===== src/rtl/booth_ctrl.sv =====
// booth_ctrl: radix-4 Booth multiply sequencer driving an external step unit.
// Ports: clk, rst (sync, active-high); start/a/b in; busy/done/product out;
// step_mult_1/step_mult_2/step_mult_pre/step_en to the step unit,
// step_rdy/step_mult_next from it; err = step timeout (BOOTH_CTRL_TIMEOUT_EN).
module booth_ctrl (
  input  logic        clk,
  input  logic        rst,
  input  logic        start,
  input  logic [11:0] a,
  input  logic [11:0] b,
  output logic        busy,
  output logic        done,
  output logic [23:0] product,
  output logic [2:0]  step_mult_1,
  output logic [11:0] step_mult_2,
  output logic [23:0] step_mult_pre,
  output logic        step_en,
  input  logic        step_rdy,
  input  logic [23:0] step_mult_next,
  output logic        err
);

  typedef enum logic [1:0] {
    IDLE,
    ISSUE,
    WAIT,
    DONE
  } state_t;

  state_t      state, state_d;
  logic [11:0] a_q, b_q;
  logic [23:0] acc, prod_q;
  logic [2:0]  idx;
  logic [12:0] a_ext;
  logic [3:0]  sel;
  logic        tmo;

  // a[-1] = 0 sits at a_ext[0], so digit idx reads a_ext[2*idx +: 3]
  assign a_ext = {a_q, 1'b0};
  assign sel   = {idx, 1'b0};

`ifdef BOOTH_CTRL_TIMEOUT_EN
  logic [3:0] cnt;
  logic       err_q;
  assign tmo = (state == WAIT) && !step_rdy && (cnt == 4'd7);
  assign err = err_q;
`else
  assign tmo = 1'b0;
  assign err = 1'b0;
`endif

  always_ff @(posedge clk) begin
    if (rst) state <= IDLE;
    else     state <= state_d;
  end

  always_comb begin
    state_d       = state;
    busy          = 1'b0;
    done          = 1'b0;
    step_en       = 1'b0;
    step_mult_1   = 3'd0;
    step_mult_2   = 12'd0;
    step_mult_pre = 24'd0;
    unique case (state)
      IDLE: begin
        if (start) state_d = ISSUE;
      end
      ISSUE: begin
        busy          = 1'b1;
        step_en       = 1'b1;
        step_mult_1   = a_ext[sel +: 3];
        step_mult_2   = b_q;
        step_mult_pre = {acc[21:0], 2'b00};
        state_d       = WAIT;
      end
      WAIT: begin
        busy = 1'b1;
        if (step_rdy)
          state_d = (idx == 3'd0) ? DONE : ISSUE;
        else if (tmo)
          state_d = IDLE;
      end
      DONE: begin
        done    = 1'b1;
        state_d = IDLE;
      end
      default: state_d = IDLE;
    endcase
  end

  // product follows acc during the done pulse, then holds in prod_q
  assign product = (state == DONE) ? acc : prod_q;

  always_ff @(posedge clk) begin
    if (rst) begin
      a_q    <= '0;
      b_q    <= '0;
      acc    <= '0;
      idx    <= '0;
      prod_q <= '0;
    end else begin
      unique case (state)
        IDLE: begin
          if (start) begin
            a_q <= a;
            b_q <= b;
            acc <= '0;
            idx <= 3'd5;
          end
        end
        WAIT: begin
          if (step_rdy) begin
            acc <= step_mult_next;
            if (idx != 3'd0) idx <= idx - 3'd1;
          end
        end
        DONE:    prod_q <= acc;
        default: ;
      endcase
    end
  end

`ifdef BOOTH_CTRL_TIMEOUT_EN
  always_ff @(posedge clk) begin
    if (rst) begin
      cnt   <= '0;
      err_q <= 1'b0;
    end else begin
      if (state == IDLE && start) err_q <= 1'b0;
      if (state == ISSUE) cnt <= '0;
      if (state == WAIT && !step_rdy) cnt <= cnt + 4'd1;
      if (tmo) err_q <= 1'b1;
    end
  end
`endif

endmodule


===== config.mk =====
export PLATFORM = sky130hd
export DESIGN_NAME = booth_ctrl
export DESIGN_NICKNAME = d
export VERILOG_FILES = /design/src/rtl/booth_ctrl.sv
export SDC_FILE = /design/constraint.sdc
export NUM_CORES = 1
export LEC_CHECK = 0
export BUFFER_PORTS_ARGS = -buffer_cell sky130_fd_sc_hd__buf_2
export CAP_MARGIN = 20
export CORE_MARGIN = 2
export CORE_UTILIZATION = 23
export CTS_BUF_LIST = sky130_fd_sc_hd__clkbuf_4 sky130_fd_sc_hd__clkbuf_8 sky130_fd_sc_hd__clkbuf_16
export DETAILED_ROUTE_END_ITERATION = 8
export REMOVE_ABC_BUFFERS = 1
export SLEW_MARGIN = 10
export SYNTH_ARGS = -nofsm -noshare
export SYNTH_HDL_FRONTEND = slang
export SYNTH_SLANG_ARGS = --single-unit

===== constraint.sdc =====
create_clock -name clk -period 3.9 [get_ports clk]
set_clock_uncertainty 0.2 [all_clocks]
set_input_delay 0.78 -clock clk [delete_from_list [all_inputs] [get_ports clk]]
set_output_delay 0.78 -clock clk [all_outputs]
set_load 0.02 [all_outputs]

==> impl_metrics.ini <==
[outcome]
status = finished, final reports clean

[power]
p_int_mw = 1.473
p_sw_mw = 0.6468
p_per_area_nw_per_um2 = 472.5
p_seq_frac = 0.413
peakVddDrop_mv = 0.1790
clkPwrFrac = 0.384
p_leak_nw = 2.036
combPwrFrac = 0.202
switching_share = 0.3051

[clocking]
cts_hold_buf = 0
clk_path_buf_depth = 2
clk_pin_slew_ns = 0.06
htreeDepth = 3
cts_tree = yes
post_cts_resize_count = 0
cts_sinks = 77
clock_latency_ns = 0.34
cts_made_buffers = 9
clockRootBuffer = clkbuf_16
postCtsSetupBuffers = 0

[die]
dieHeight_um = 128.2
io_pins = 119
die_w_um = 128.2
initial_utilization = 0.2343
die-area_um2 = 16440
num_rows = 45
core_um2 = 15150

[hold_path]
hold_class = register to register
hold_end = b_q[9]
hp-start = b_q[9]
hold_depth = 2

[final_layout]
nNetsFinal = 552
final_core_utilization = 0.2962
drive_gt1_frac = 0.3373
regArea_um2 = 1541
fill_cells = 1660
areaGrowthSynthToFinish_pct = 26.45
diodes = 0
multi_input_area_um2 = 1782
final_cell_area_um2 = 4487

[worst_setup_path]
cp_max_fo = 25
rrSetupSlack_ns = 1.66
cp-start-kind = register
reg2reg_from = state[0]
arrival_ns = 1.78
rr_endpoint = idx[0]
crit_required_ns = 2.92
cp-end-kind = primary output
rr_worst_depth = 5
crit_type = register to primary output

[placement]
placed_area_um2 = 4202
place.gp.congestion = 0.7280
hpwlAfterDp_um = 6572
io_buffers = 115

[global_route]
grt_pass1_vias = 2967
overflow = 0
antenna_found_initial = 1
grt_start_max_net_pins = 32
grt_pass1_wl_um = 15240
grt_use_total = 0.1206

[logic_synthesis]
synth_cell_types = 36
async_reset_ff_frac = 0
synth_flop_cell = dfxtp_1
synth_area_per_cell_um2 = 8.871
ys_warn_count = 0
seq_area_frac_synth = 0.4344
synth-seq-cells = 77
synthCells = 400
synth_edf_count = 0
syn_area_um2 = 3548

[timing]
rsz0062_at_grt = no
layout_min_cycle_time_ns = 2.763
slew_headroom = 0.3781
finalHoldViolations = 0
slew_viol_final = 0
holdWs_ns = 0.2491
max_slew.worst_pin.slew_ns = 0.9328
finalSetupViolCount = 0
fin_setup_tns_ns = 0
post-route-period-util = 0.7085
fmax_ghz = 0.3619

[route]
wl_um = 9759
drtIter0Drc = 103
ant_nets = 0
drc = 0
wire_per_inst_um = 14.23
via_per_inst = 4.442
vias = 3047
dr.pass1.iters = 4

[flow_run]
cap_violations = 0
[cell families (layout without fill, tap and decap cells)]
logic type,after synthesis,in the layout,share of synthesized area
simple gates,156,156,0.2387
compound gates,85,85,0.1453
flops,77,77,0.4344
buf+inv,46,142,0.06558
mux,29,29,0.09379
fa+ha+maj,6,6,0.02116
other cells,1,3,0.001057
[sequential cells by signal, summed over array words and instances, names as in the netlist]
register	count
acc	24
prod_q	24
a_q	12
b_q	12
idx	3
state	2
[placed cells by master (no fill, tap or decap), types with 2 or more instances in the layout]
cell / synthesis / layout
a21oi_1: 51 / 51
and2_1: 60 / 60
and3_1: 2 / 2
buf_2: 15 / 115
buf_4: 7 / 6
clkbuf_16: 0 / 9
clkinv_2: 0 / 3
conb_1: 1 / 3
dfxtp_1: 77 / 77
ha_1: 6 / 6
inv_1: 6 / 6
mux2_2: 24 / 24
mux2i_1: 4 / 4
nand2_1: 53 / 53
nand3_1: 25 / 25
nand3b_1: 3 / 3
nor2b_4: 2 / 2
o211ai_1: 2 / 2
o21ai_1: 2 / 2
o31ai_1: 25 / 25
o32ai_1: 2 / 2
[power groups by stage]
stage | Clock, mW | Combinational [mW] | Sequential [mW]
6_report | 0.815 | 0.429 | 0.876
5_1_grt | 0.882 | 0.475 | 0.884
4_1_cts | 0.848 | 0.439 | 0.875
3_5_place_dp | 0 | 0.438 | 0.892
3_3_place_gp | 0 | 0.436 | 0.892
2_1_floorplan | 0 | 0.270 | 0.879
[layout make-up]
class,count,share of cell area
Sequential cell,77,0.3436
Timing Repair Buffer,121,0.1383
Clock buffer,10,0.05187
Tap cell,188,0.05243
Clock inverter,5,0.01171
Inverter,6,0.005020
Multi-Input combinational cell,279,0.3971
[how the worst max path moves through the flow]
| stage | from | endpoint | slack (ns) | depth (start not counted) |
|---|---|---|---|---|
| global placement | state[1] | product[16] | 1.50 | 4 |
| CTS | idx[1] | step_mult_1[0] | 1.10 | 4 |
| detailed placement | state[1] | product[19] | 1.47 | 4 |
| floorplan | state[1] | product[0] | 1.29 | 2 |
| finish | state[1] | product[8] | 1.14 | 4 |
| global route | state[1] | product[4] | 1.03 | 4 |
[critical path: stages, from the launching register on]
cell,delay (ns)
dfxtp_1,0.38
ha_1,0.16
buf_4,0.34
mux2_2,0.39
buf_2,0.16
[metrics by stage]
stage	total power, mW	instances	worst slack, ns
4_1_cts	2.161	686	1.103
3_5_place_dp	1.330	671	1.474
6_report	2.120	686	1.137
3_3_place_gp	1.328	671	1.496
5_1_grt	2.241	686	1.030
2_1_floorplan	1.149	362	1.286
[synthesized netlist by cell type, types with 2 or more instances]
master	count	share of area
a21oi_1	51	0.072
and2_1	60	0.11
and3_1	2	0.0035
buf_2	15	0.021
buf_4	7	0.015
buf_6	2	0.0063
clkbuf_1	16	0.017
dfxtp_1	77	0.43
ha_1	6	0.021
inv_1	6	0.0063
mux2_2	24	0.076
mux2i_1	4	0.011
nand2_1	53	0.056
nand3_1	25	0.035
nand3b_1	3	0.0063
nor2b_4	2	0.0078
o211ai_1	2	0.0042
o21ai_1	2	0.0028
o31ai_1	25	0.053
o32ai_1	2	0.0049
[metal layers]
| layer | GRT usage | up-vias | wire length, um |
|---|---|---|---|
| met2 | 0.2084 | 54 | 4841 |
| li1 | - | 1549 | - |
| met3 | 0.02212 | 11 | 292 |
| met4 | 0.05688 | 0 | 193 |
| met5 | 0 | - | 0 |
| met1 | 0.1445 | 1433 | 4432 |
Power figures use the tool's default switching activity.
